`src/rtl/sram_like_axi_bridge_pkg.sv`:
```
// Shared types and constants for the data-side SRAM-like to AXI bridge.
// Latency: n/a (declarations only).
// Backpressure: n/a.
package sram_like_axi_bridge_pkg;

    // Bridge FSM: one outstanding transaction, read and write legs kept separate.
    typedef enum logic [2:0] {
        IDLE  = 3'd0,
        RD_AR = 3'd1,
        RD_R  = 3'd2,
        WR_AW = 3'd3,
        WR_B  = 3'd4,
        RESP  = 3'd5
    } state_t;

    // SRAM-like transfer sizes (value 3 is folded onto SIZE_WORD).
    localparam logic [1:0] SIZE_BYTE = 2'd0;
    localparam logic [1:0] SIZE_HALF = 2'd1;
    localparam logic [1:0] SIZE_WORD = 2'd2;

    // AXI encodings used by the SoC-level tie-offs.
    localparam logic [1:0] AXI_BURST_INCR = 2'b01;
    localparam logic [1:0] AXI_RESP_OKAY  = 2'b00;

    // Size 3 has no meaning on a 32-bit bus; treat it as a full word.
    function automatic logic [1:0] norm_size(input logic [1:0] size);
        return (size == 2'd3) ? SIZE_WORD : size;
    endfunction

endpackage

```
`src/rtl/axi_wstrb_gen.sv`:
```
// Byte-strobe generator: transfer size + low address bits -> 32-bit AXI wstrb.
// Latency: purely combinational.
// Backpressure: none (no handshake).
// Ports: size (SRAM-like size code), addr_lo (addr[1:0]), wstrb (4 byte lanes).
module axi_wstrb_gen
    import sram_like_axi_bridge_pkg::*;
(
    input  logic [1:0] size,
    input  logic [1:0] addr_lo,
    output logic [3:0] wstrb
);

    always_comb begin
        wstrb = 4'b1111;
        case (size)
            SIZE_BYTE: wstrb = 4'b0001 << addr_lo;
            // Halfword lane is chosen by addr[1]; addr[0] is not checked.
            SIZE_HALF: wstrb = addr_lo[1] ? 4'b1100 : 4'b0011;
            default:   wstrb = 4'b1111;
        endcase
    end

endmodule

```
`src/rtl/sram_like_axi_bridge.sv`:
```
// Data-side SRAM-like responder that turns each request into one single-beat AXI read or write.
// Latency: accept at T, AR/AW+W from T+1; data_data_ok one cycle after the R or B handshake.
// Backpressure: data_addr_ok only in IDLE (one outstanding); AXI outputs held stable from latched regs until ready.
// Ports: clk/rst; SRAM-like data_req/data_wr/data_size/data_addr/data_wdata in, data_addr_ok/data_data_ok/data_rdata out;
//        AXI AR/R, AW/W/B channel signals (ids, len, burst, lock, cache, prot are tied off at the SoC top).
module sram_like_axi_bridge
    import sram_like_axi_bridge_pkg::*;
#(
    parameter int ADDR_W = 32,
    parameter int DATA_W = 32
) (
    input  logic                clk,
    input  logic                rst,

    // SRAM-like responder side
    input  logic                data_req,
    input  logic                data_wr,
    input  logic [1:0]          data_size,
    input  logic [ADDR_W-1:0]   data_addr,
    input  logic [DATA_W-1:0]   data_wdata,
    output logic [DATA_W-1:0]   data_rdata,
    output logic                data_addr_ok,
    output logic                data_data_ok,

    // AXI read address / data
    output logic [ADDR_W-1:0]   araddr,
    output logic [2:0]          arsize,
    output logic                arvalid,
    input  logic                arready,
    input  logic [DATA_W-1:0]   rdata,
    input  logic [1:0]          rresp,
    input  logic                rvalid,
    output logic                rready,

    // AXI write address / data / response
    output logic [ADDR_W-1:0]   awaddr,
    output logic [2:0]          awsize,
    output logic                awvalid,
    input  logic                awready,
    output logic [DATA_W-1:0]   wdata,
    output logic [DATA_W/8-1:0] wstrb,
    output logic                wvalid,
    input  logic                wready,
    input  logic [1:0]          bresp,
    input  logic                bvalid,
    output logic                bready
);

    localparam int STRB_W = DATA_W / 8;

    state_t              state;
    state_t              state_nxt;

    logic                aw_done;
    logic                w_done;
    logic                aw_done_nxt;
    logic                w_done_nxt;
    logic                aw_hit;
    logic                w_hit;

    logic [1:0]          size_q;
    logic [ADDR_W-1:0]   addr_q;
    logic [DATA_W-1:0]   wdata_q;
    logic [STRB_W-1:0]   wstrb_q;
    logic [DATA_W-1:0]   rdata_q;

    logic [STRB_W-1:0]   wstrb_in;

    // Error responses are deliberately not reported back to the core.
    logic                unused_resp;
    assign unused_resp = ^{rresp, bresp};

    // Strobes are computed from the live request and captured with it.
    axi_wstrb_gen u_wstrb_gen (
        .size    (norm_size(data_size)),
        .addr_lo (data_addr[1:0]),
        .wstrb   (wstrb_in)
    );

    // ------------------------------------------------------------------
    // State and datapath registers
    // ------------------------------------------------------------------
    always_ff @(posedge clk) begin
        if (rst) begin
            state   <= IDLE;
            aw_done <= 1'b0;
            w_done  <= 1'b0;
            size_q  <= SIZE_BYTE;
            addr_q  <= '0;
            wdata_q <= '0;
            wstrb_q <= '0;
            rdata_q <= '0;
        end else begin
            state   <= state_nxt;
            aw_done <= aw_done_nxt;
            w_done  <= w_done_nxt;
            // Initiator inputs are don't-care after accept, so everything
            // the AXI side needs is captured here in one go.
            if (data_addr_ok) begin
                size_q  <= norm_size(data_size);
                addr_q  <= data_addr;
                wdata_q <= data_wdata;
                wstrb_q <= wstrb_in;
            end
            if (state == RD_R && rvalid) begin
                rdata_q <= rdata;
            end
        end
    end

    // ------------------------------------------------------------------
    // Next-state and handshake outputs
    // ------------------------------------------------------------------
    always_comb begin
        state_nxt    = state;
        aw_done_nxt  = aw_done;
        w_done_nxt   = w_done;
        aw_hit       = 1'b0;
        w_hit        = 1'b0;
        data_addr_ok = 1'b0;
        data_data_ok = 1'b0;
        arvalid      = 1'b0;
        rready       = 1'b0;
        awvalid      = 1'b0;
        wvalid       = 1'b0;
        bready       = 1'b0;

        case (state)
            IDLE: begin
                // rst gates the accept so nothing is latched during reset.
                data_addr_ok = data_req & ~rst;
                if (data_addr_ok) begin
                    state_nxt = data_wr ? WR_AW : RD_AR;
                end
            end

            RD_AR: begin
                arvalid = 1'b1;
                if (arready) begin
                    state_nxt = RD_R;
                end
            end

            RD_R: begin
                rready = 1'b1;
                if (rvalid) begin
                    state_nxt = RESP;
                end
            end

            WR_AW: begin
                // AW and W run independently; each drops its valid once
                // its own handshake has happened.
                awvalid = ~aw_done;
                wvalid  = ~w_done;
                aw_hit  = aw_done | awready;
                w_hit   = w_done | wready;
                if (aw_hit && w_hit) begin
                    aw_done_nxt = 1'b0;
                    w_done_nxt  = 1'b0;
                    state_nxt   = WR_B;
                end else begin
                    aw_done_nxt = aw_hit;
                    w_done_nxt  = w_hit;
                end
            end

            WR_B: begin
                bready = 1'b1;
                if (bvalid) begin
                    state_nxt = RESP;
                end
            end

            RESP: begin
                data_data_ok = 1'b1;
                state_nxt    = IDLE;
            end

            default: begin
                state_nxt = IDLE;
            end
        endcase
    end

    // ------------------------------------------------------------------
    // AXI payloads come only from latched registers
    // ------------------------------------------------------------------
    assign araddr = addr_q;
    assign arsize = {1'b0, size_q};
    assign awaddr = addr_q;
    assign awsize = {1'b0, size_q};
    assign wdata  = wdata_q;
    assign wstrb  = wstrb_q;

    // Read data is presented only alongside the completion pulse.
    assign data_rdata = (state == RESP) ? rdata_q : '0;

endmodule

```
`config.mk`:
```
export PLATFORM = sky130hd
export DESIGN_NAME = sram_like_axi_bridge
export DESIGN_NICKNAME = d
export VERILOG_FILES = /design/src/rtl/sram_like_axi_bridge_pkg.sv /design/src/rtl/axi_wstrb_gen.sv /design/src/rtl/sram_like_axi_bridge.sv
export SDC_FILE = /design/constraint.sdc
export NUM_CORES = 1
export LEC_CHECK = 0
export ABC_AREA = 1
export ABC_CLOCK_PERIOD_IN_PS = 1900
export BUFFER_PORTS_ARGS = -buffer_cell sky130_fd_sc_hd__buf_2
export CORE_MARGIN = 5
export CORE_UTILIZATION = 47
export CTS_CLUSTER_SIZE = 14
export DETAILED_ROUTE_END_ITERATION = 8
export GPL_ROUTABILITY_DRIVEN = 0
export PLACE_DENSITY = 0.85
export SYNTH_ARGS = -nofsm -noshare
export SYNTH_HDL_FRONTEND = slang
export SYNTH_SLANG_ARGS = --single-unit
```
`constraint.sdc`:
```
create_clock -name clk -period 1.9 [get_ports clk]
set_clock_uncertainty 0.05 [all_clocks]
set_input_delay 0.285 -clock clk [delete_from_list [all_inputs] [get_ports clk]]
set_output_delay 0.285 -clock clk [all_outputs]
set_load 0.02 [all_outputs]
```
# Word-level counts from Yosys, hierarchy flattened
# Index checks and enable logic that the tools add are counted.
# Widths: inputs -> output; s select.
op_classes:
  mux: 20
  n_shift: 1
  n_bitwise: 6
  n_reduce_logical: 5
  n_eq_ne: 12
ops:
  columns: ["op", "count"]
  rows:
  - ["$mux 32", 1]
  - ["$mux 3", 5]
  - ["$pmux 3 s5", 1]
  - ["$ne 2x2->1 const B", 5]
  - ["$mux 1", 9]
  - ["$pmux 4 s2", 1]
  - ["$eq 3x2->1 const B", 2]
  - ["$eq 3x3->1 const B", 2]
  - ["$reduce_and 5->1", 1]
  - ["$mux 2", 2]
  - ["$mux 4", 1]
  - ["$shl 1x2->4 const A", 1]
  - ["$eq 3x1->1 const B", 1]
  - ["$logic_not 3->1", 1]
  - ["$not 1->1", 3]
  - ["$eq 2x1->1 const B", 1]
  - ["$eq 2x2->1 const B", 1]
  - ["$logic_and 1x1->1", 2]
  - ["$logic_not 2->1", 1]
  - ["$or 1x1->1", 2]
  - ["$and 1x1->1", 1]
word_totals:
  out_inout_bits: 145
  reg_bits: 107
  in_bits: 111

# Depth between registers and ports, before layout
# Gate-level depths: netlist (run 1).
depth:
  depth_word: 4
  depth_mapped: 9

# Hierarchy
# A second synthesis (run 1) with hierarchy kept.
hier_totals:
  hier_cells: 591
  hier_area_um2: 4376.7
by_module_without_submodules:
  columns: ["mod", "n_inst", "cells_per_inst", "area_per_inst_um2", "seq_area_each_um2"]
  rows:
  - ["sram_like_axi_bridge", 1, 579, 4326.6, 2142.1]
  - ["axi_wstrb_gen", 1, 12, 50.0, 0.0]

# Least setup slack after synthesis (run 1)
# No wires, ideal clock.
synth_timing:
  path_type: "register to output"
  startpoint: "register state[2]"
  endpoint: "output port data_rdata[10]"
  path_stages_with_launch: 7
  arrival_time_ns: 1.738
  setup_slack_ns: -0.173
  n_path_buf: 2
  cell_sequence: "dfxtp_1 buf_6 inv_1 nor3_1 inv_1 buf_6 nor2_1"
synth_between:
  elab_chain_cells: 2
synth_lines:
  columns: ["element", "line_no", "source"]
  rows:
  - ["start: declaration", "sram_like_axi_bridge.sv:51", "state_t state;"]
  - ["start signal: assignment", "sram_like_axi_bridge.sv:94", "state <= state_nxt;"]
  - ["$eq 3x3->1", "sram_like_axi_bridge.sv:197", "assign data_rdata = (state == RESP) ? rdata_q : '0;"]
  - ["$mux 32", "sram_like_axi_bridge.sv:197", null]
  - ["end: declaration", "sram_like_axi_bridge.sv:21", "output logic [DATA_W-1:0] data_rdata,"]
# Every way passes these cells.

# Worst setup path in the final report (run 1)
layout_timing:
  startpoint: "register state[2]"
  endpoint: "output port data_rdata[2]"
# Same word-level chain as after synthesis.

==> results.json, run 1 <==
{
  "period_needed_ns": 1.878,
  "crit_end": "data_rdata[2]",
  "fin_area_um2": 5801,
  "drtAntennaViolNets": 0,
  "routed_wl_mm": 11.90,
  "start_kind": "register",
  "antenna_found_initial": 0,
  "netlist_area_um2": 4443,
  "mostFrequentLayoutCell": "buf_2",
  "cts.reportedPaths.clkPinSlew_ns": 0.10,
  "synth_warnings": 0,
  "placedCellCount": 900,
  "slowest_delay_ns": 0.39,
  "critPathLaunch": "state[2]",
  "rsz0062_at_grt": "yes",
  "cts_sinks": 107,
  "cp.arrival_ns": 1.54,
  "critPathRequiredTime_ns": 1.56,
  "cp_num_cells": 6,
  "num_vias": 4252,
  "dpl-instance-area_um2": 5473,
  "drive_above_1_share_pct": 38.32,
  "reg2reg_from": "state[2]",
  "drtPass1Iterations": 4,
  "area_growth_pct": 30.55,
  "rr_worst_depth": 8,
  "synth_flop_cell": "dfxtp_1",
  "clkLatencyLatePin_ns": 0.35,
  "r2r_end": "rdata_q[19]",
  "final_max_slew_viol_count": 0,
  "end_kind": "output port",
  "ys_types": 28,
  "routedWlPerCell_um": 12.98,
  "synth-async-reset-ratio_pct": 0,
  "cp_max_fo": 32,
  "fp.dieW_um": 107.2,
  "clk_path_buf_depth": 2,
  "layout.cells.non_filler": 917,
  "maxCapViolCount": 0,
  "synth.area.top_cells": "dfxtp_1, nand2_1, nand3_1",
  "via_per_inst": 4.637,
  "ios": 256,
  "clockRootBuffer": "clkbuf_8",
  "hold_path_depth": 3,
  "utilization_pct": 62.78,
  "groute.usage.overall_pct": 19.00,
  "netlist_instances": 581,
  "finalHoldViolations": 0,
  "synth_edf_count": 0,
  "first_global_vias": 3770,
  "setup_violations": 0,
  "diodes": 0,
  "status": "complete, no violations",
  "grt_max_degree": 71,
  "path_cells": "inv_1 -> nor3_2 -> inv_1 -> buf_12 -> nor2_1 -> buf_4",
  "ys_seq_area_share_pct": 48.21,
  "cp_slowest_cell": "dfxtp_4",
  "nets": 894,
  "htreeDepth": 3,
  "cpLargestDelayFamily": "buffers and inverters",
  "powerDensity_nw_per_um2": 1249,
  "yosysTopAreaCell": "dfxtp_1",
  "drc": 0,
  "min-delay-path-class": "input pin to register",
  "hpwlAfterDp_mm": 8.719,
  "cp_common_cell": "inv_1",
  "rrSetupSlack_ns": 0.36,
  "clock.fmax_mhz": 532.5,
  "final_cell_mix": "buf_2, nand2_1, dfxtp_1, nand3_1, inv_1",
  "avgSynthCellArea_um2": 7.647,
  "synth_top_area_share_pct": 48.21,
  "holdWs_ns": 0.06714,
  "cts_buffers": 9,
  "fp.coreArea_um2": 9240,
  "leakagePower_nw": 3.101,
  "min_period_over_period_pct": 98.83,
  "path_class": "register to output port",
  "core.rowCount": 35,
  "fp.dieArea_um2": 11500,
  "globalRouteOverflowTotal": 0,
  "path_buf_inv": 4,
  "initial_utilization_pct": 48.08,
  "cts_hold_buf": 0,
  "drtIter0Drc": 160,
  "numPortBuffers": 249,
  "ys_seq_elements": 107,
  "die_y_um": 107.2,
  "cts_tree": "done",
  "peakVddDrop_mv": 0.6600,
  "grt_pass1_wl_mm": 17.81
}
## report_power, final
part           leakage [nW]  internal, mW  switching [mW]
registers             0.875          2.73           0.281
logic                  2.11         0.912            1.79
clock network         0.112         0.761           0.768
total                  3.10          4.41            2.84
## cells by family (layout without fill, tap and decap cells)
family | Yosys count | in the layout | synth area share, %
other | 1 | 2 | 0.08440
AO/OA/AOI/OAI | 84 | 84 | 10.25
flip-flops | 107 | 107 | 48.21
buffers and inverters | 121 | 327 | 15.91
AND/OR/NAND/NOR | 268 | 268 | 25.54
## state kept, by name, indices dropped and copies added (netlist names)
register  cells
size_q        2
state         3
wstrb         4
araddr       32
w_done        1
wdata        32
aw_done       1
rdata_q      32
## through the flow
stage	setup slack (ns)	power, mW	TNS, ns
3_3_place_gp	0.2762	5.664	0
6_report	0.02220	7.243	0
3_5_place_dp	0.2347	5.720	0
4_1_cts	0.005742	7.268	0
2_1_floorplan	0.08176	5.076	0
5_1_grt	-0.08514	7.727	-0.5107
## what timing repair did
action,4_1_cts,5_1_grt
gates cloned,0,0
buffers inserted,0,1
endpoints found under the setup margin,35,34
gates resized for setup,5,36
## worst min path at each step
stage	startpoint	end	slack, ns
floorplan	data_wdata[23]	wdata[23]	0.35
finish	data_wdata[23]	wdata[23]	0.07
global placement	rdata_q[27]	rdata_q[27]	0.39
CTS	data_wdata[23]	wdata[23]	0.04
detailed placement	rdata_q[15]	rdata_q[15]	0.39
global route	data_addr[31]	araddr[31]	0.04
## cell type report
class                   count  area (µm²)
clock buffers              10       127.6
clock inverters             6       95.09
multi-input cells         354        1618
repair buffers            261        1459
fillers                   864        3440
well taps                 129       161.4
flip-flops and latches    107        2151
inverters                  50       188.9
## worst min-delay path: stages
cell and delay (ns):
buf_2 0.07, nand2_1 0.04, nand2_1 0.05
## synth_stat cells (all sizes together) (2+ instances only)
master,count
a21oi,37
a31oi,4
buf,59
clkbuf,12
dfxtp,107
inv,50
nand2,147
nand3,67
nand3b,3
nand4,2
nor2,46
nor3,3
o21a,2
o21ai,40
## per-layer routing
| layer | global-route usage [%] | routed length, µm | up-vias |
|---|---|---|---|
| li1 | - | - | 2203 |
| met1 | 22.40 | 4779 | 1863 |
| met2 | 31.99 | 5784 | 170 |
| met3 | 7.164 | 1174 | 16 |
| met4 | 5.753 | 164 | 0 |
| met5 | 0 | 0 | - |
Power figures use the tool's default switching activity.
==> run 2: changes to the inputs <==
Settings changed: PLACE_DENSITY 0.85 to 0.95.
==> results.json, run 2 (same netlist as run 1, synthesis figures left out) <==
{
  "status": "complete, no violations",
  "utilization_pct": 63.24,
  "fp.dieW_um": 107.2,
  "min-delay-path-class": "input pin to register",
  "antenna_found_initial": 0,
  "clk_path_buf_depth": 2,
  "cts_sinks": 107,
  "cp_max_fo": 16,
  "first_global_vias": 3925,
  "grt_pass1_wl_mm": 18.77,
  "slowest_delay_ns": 0.39,
  "area_growth_pct": 31.51,
  "hold_start": "data_addr[27]",
  "rsz0062_at_grt": "yes",
  "cp_common_cell": "inv_2",
  "final_max_slew_viol_count": 0,
  "grt_max_degree": 71,
  "combPwrFrac_pct": 38.3,
  "finalHoldViolations": 0,
  "dpl-instance-area_um2": 5445,
  "cts_hold_buf": 0,
  "fin_area_um2": 5843,
  "cp_slowest_cell": "dfxtp_4",
  "routedWlPerCell_um": 13.67,
  "p_sw_mw": 2.972,
  "powerDensity_nw_per_um2": 1249,
  "globalRouteOverflowTotal": 0,
  "cts_tree": "done",
  "cpLargestDelayFamily": "buffers and inverters",
  "cp.arrival_ns": 1.51,
  "critPathRequiredTime_ns": 1.56,
  "leakagePower_nw": 3.116,
  "end_kind": "output port",
  "routed_wl_mm": 12.55,
  "hold_path_depth": 3,
  "rrSetupSlack_ns": 0.31,
  "htreeDepth": 3,
  "cts.reportedPaths.clkPinSlew_ns": 0.11,
  "num_vias": 4302,
  "drc": 0,
  "clkLatencyLatePin_ns": 0.36,
  "initial_utilization_pct": 48.08,
  "path_class": "register to output port",
  "die_y_um": 107.2,
  "intPower_mw": 4.329,
  "nets": 895,
  "numPortBuffers": 249,
  "pre_cts_ws_ns": 0.2827,
  "p_clk_share_pct": 20.3,
  "fp.dieArea_um2": 11500,
  "maxCapViolCount": 0,
  "path_buf_inv": 4,
  "period_needed_ns": 1.848,
  "sequentialPowerShare_pct": 41.4,
  "reg2reg_from": "state[2]",
  "ios": 256,
  "rr_worst_depth": 8,
  "core.rowCount": 35,
  "drtAntennaViolNets": 0,
  "drive_above_1_share_pct": 39.67,
  "drtPass1Iterations": 4,
  "clockRootBuffer": "clkbuf_8",
  "clock.fmax_mhz": 541.2,
  "cts_buffers": 9,
  "hpwlAfterDp_mm": 9.174,
  "peakVddDrop_mv": 0.8934,
  "via_per_inst": 4.686,
  "start_kind": "register",
  "min_to": "araddr[27]",
  "swShare_pct": 40.70,
  "min_period_over_period_pct": 97.26,
  "groute.usage.overall_pct": 20.16,
  "timing.final.ws_setup_ns": 0.05209,
  "r2r_end": "rdata_q[0]",
  "mostFrequentLayoutCell": "buf_2",
  "setup_violations": 0,
  "diodes": 0,
  "holdWs_ns": 0.05731,
  "drtIter0Drc": 259,
  "fp.coreArea_um2": 9240,
  "path_cells": "inv_2 -> nor3_4 -> inv_2 -> buf_12 -> nor2_1 -> buf_2",
  "final_cell_mix": "buf_2, nand2_1, dfxtp_1, nand3_1, inv_1"
}
-- run 2: changes by cell type in the layout (fill, tap and decap cells not counted), sizes merged --
cell,previous run,this run
clkbuf,10,11
bufinv,2,1
clkinv,2,0
inv,52,56
buf,261,260
-- run 2: worst reg2reg max path: stages, from the launching register on --
cell	delay (ns)
dfxtp_4	0.38
buf_4	0.16
nor2_2	0.12
nand2_1	0.07
inv_2	0.07
nand2_4	0.16
buf_4	0.25
o21ai_0	0.18
a21oi_1	0.06
-- run 2: metal layers --
metal | track usage [%] | part of all wire (%)
met1 | 23.43 | 39
met5 | 0 | 0
met2 | 34.90 | 50
met3 | 7.164 | 9.5
met4 | 5.662 | 1.3
-- run 2: worst max path at each step --
stage | startpoint | endpoint | slack (ns) | cells past startpoint
floorplan | state[2] | data_rdata[10] | 0.08 | 6
global placement | rst | wdata[8] | 0.32 | 7
detailed placement | state[0] | data_rdata[8] | 0.28 | 6
CTS | state[2] | data_rdata[1] | 0.002 | 6
global route | state[2] | data_rdata[18] | -0.02 | 6
finish | state[2] | data_rdata[26] | 0.05 | 6
-- run 2: layout make-up --
cell class,instances,area [µm²]
clock buffers,9,123.9
well taps,129,161.4
flip-flops and latches,107,2153
multi-input cells,354,1652
fillers,784,3397
inverters,50,192.7
clock inverters,7,87.58
repair buffers,262,1473
-- run 2: through the flow --
| step | setup TNS [ns] | power (mW) | std cells |
|---|---|---|---|
| after floorplan | 0 | 5.076 | 582 |
| after global placement | 0 | 5.629 | 898 |
| after detailed placement | 0 | 5.713 | 898 |
| after CTS | 0 | 7.214 | 914 |
| after global routing | -0.02563 | 7.784 | 918 |
| final | 0 | 7.301 | 918 |
-- run 2: power by group through the flow --
stage	Clock (mW)	Sequential (mW)	Combinational (mW)
3_3_place_gp	0	3.02	2.60
4_1_cts	1.53	3.01	2.68
6_report	1.48	3.03	2.80
3_5_place_dp	0	3.05	2.67
2_1_floorplan	0	3.37	1.70
5_1_grt	1.63	3.09	3.07
-- run 2: timing repair --
item	CTS	global route
pin swaps	0	0
endpoints found under the setup margin	35	34
gates cloned	0	2
resized for setup	8	44
buffers inserted	0	2
==> run 3: changes to the inputs <==
Settings changed: ABC_CLOCK_PERIOD_IN_PS 1900 to 2200, CORE_ASPECT_RATIO set to 0.9.
Clock period 1.9 ns to 2.2 ns, I/O delays scaled along.
==> results.json, run 3 (same netlist as run 1, synthesis figures left out) <==
{
  "status": "complete, no violations",
  "grt_use_met1_pct": 23.16,
  "fp.coreArea_um2": 9166,
  "drtIter0Drc": 257,
  "globalRouteOverflowTotal": 0,
  "via_per_inst": 4.710,
  "start_kind": "register",
  "path_cells": "inv_1 -> nor3_2 -> inv_1 -> buf_6 -> nor2_1 -> buf_2",
  "cp_slowest_cell": "dfxtp_4",
  "final_max_slew_viol_count": 0,
  "clockRootBuffer": "clkbuf_8",
  "tightest_slew_ns": 0.6325,
  "first_global_vias": 3966,
  "initial_utilization_pct": 48.47,
  "diodes": 0,
  "groute.usage.overall_pct": 19.62,
  "cp_max_fo": 32,
  "peakVddDrop_mv": 0.6387,
  "nets": 889,
  "utilization_pct": 61.22,
  "powerDensity_nw_per_um2": 1074,
  "routed_wl_mm": 11.92,
  "drtPass1Iterations": 4,
  "slew_headroom_pct": 57.79,
  "groute.layer.met3.usage_pct": 7.578,
  "critPathRequiredTime_ns": 1.82,
  "maxCapViolCount": 0,
  "leakagePower_nw": 3.061,
  "min_period_over_period_pct": 90.25,
  "cts_tree": "done",
  "end_kind": "output port",
  "fin_tns_setup_ns": 0,
  "ios": 256,
  "fp.dieArea_um2": 11500,
  "cts.reportedPaths.clkPinSlew_ns": 0.11,
  "setup_violations": 0,
  "grt_max_degree": 71,
  "clkLatencyLatePin_ns": 0.35,
  "finalHoldViolations": 0,
  "path_class": "register to output port",
  "cpLargestDelayFamily": "buffers and inverters",
  "area_growth_pct": 26.30,
  "numPortBuffers": 249,
  "routedWlPerCell_um": 13.17,
  "clock.fmax_mhz": 503.7,
  "drc": 0,
  "total_power_mw": 6.026,
  "holdWs_ns": 0.1069,
  "hpwlAfterDp_mm": 9.140,
  "antenna_found_initial": 1,
  "num_vias": 4263,
  "core.rowCount": 33,
  "period_needed_ns": 1.985,
  "cts_buffers": 9,
  "grt_pass1_wl_mm": 18.40,
  "drtAntennaViolNets": 0,
  "clk_path_buf_depth": 2,
  "htreeDepth": 3,
  "mostFrequentLayoutCell": "buf_2",
  "cts_sinks": 107,
  "path_buf_inv": 4,
  "min-delay-path-class": "input pin to register",
  "cp.arrival_ns": 1.61,
  "grtUsageMet2_pct": 33.53,
  "top_usage_layer": "met2",
  "die_y_um": 102.2,
  "rsz0062_at_grt": "no",
  "cp_common_cell": "inv_1",
  "final_cell_mix": "buf_2, nand2_1, dfxtp_1, nand3_1, inv_1",
  "slowest_delay_ns": 0.41,
  "drive_above_1_share_pct": 37.16,
  "fp.dieW_um": 112.5
}
## run 3: cell types whose count changed in the layout (fill, tap and decap cells not counted), sizes merged
| cell | change |
|---|---|
| bufinv | -1 |
| clkinv | +2 |
| buf | -4 |
| inv | -3 |
## run 3: worst paths after layout
path	from	to	slack, ns	cells past startpoint
worst max-delay path	state[2]	data_rdata[21]	0.21	6
worst min-delay path	data_addr[28]	araddr[28]	0.11	3
worst max register to register	state[1]	rdata_q[0]	0.44	7
worst min register to register	rdata_q[3]	rdata_q[3]	0.41	2
## run 3: worst register-to-register path: cells and delay by family, from the launching register on
kind / cells / cell delay [ns]
flops: 1 / 0.52
simple gates: 3 / 0.51
compound gates: 2 / 0.39
buf+inv: 2 / 0.16
## run 3: cell type report
cell class                 instances  area, µm²
sequential                       107       2147
timing repair buffer             256       1328
clock inverter                     5      42.54
clock buffer                      11      151.4
inverter                          50      187.7
fill                             839       3555
tap                              122      152.6
multi-input combinational        354       1603
## run 3: timing repair
action                     in CTS  in global routing
hold buffers                    0                  0
setup buffers                   0                  0
resized for setup               1                  4
setup endpoints to repair      32                 32
## run 3: per-stage QoR
| step | worst slack [ns] | cells | cell area [µm²] |
|---|---|---|---|
| final | 0.2145 | 905 | 5612 |
| after global placement | 0.4459 | 889 | 5404 |
| after floorplan | 0.08197 | 582 | 4447 |
| after global routing | 0.05398 | 905 | 5612 |
| after CTS | 0.05230 | 905 | 5599 |
| after detailed placement | 0.3546 | 889 | 5404 |
## run 3: where the power goes
group | internal (mW) | switching, mW
clock | 0.491 | 0.668
sequential | 2.35 | 0.258
combinational | 0.728 | 1.53
total | 3.57 | 2.45
## run 3: layer usage
layer / vias to the layer above / share of wire [%]
li1: 2196 / -
met1: 1879 / 40
met2: 169 / 48
met3: 17 / 9.9
met4: 2 / 1.4
met5: - / 0.11
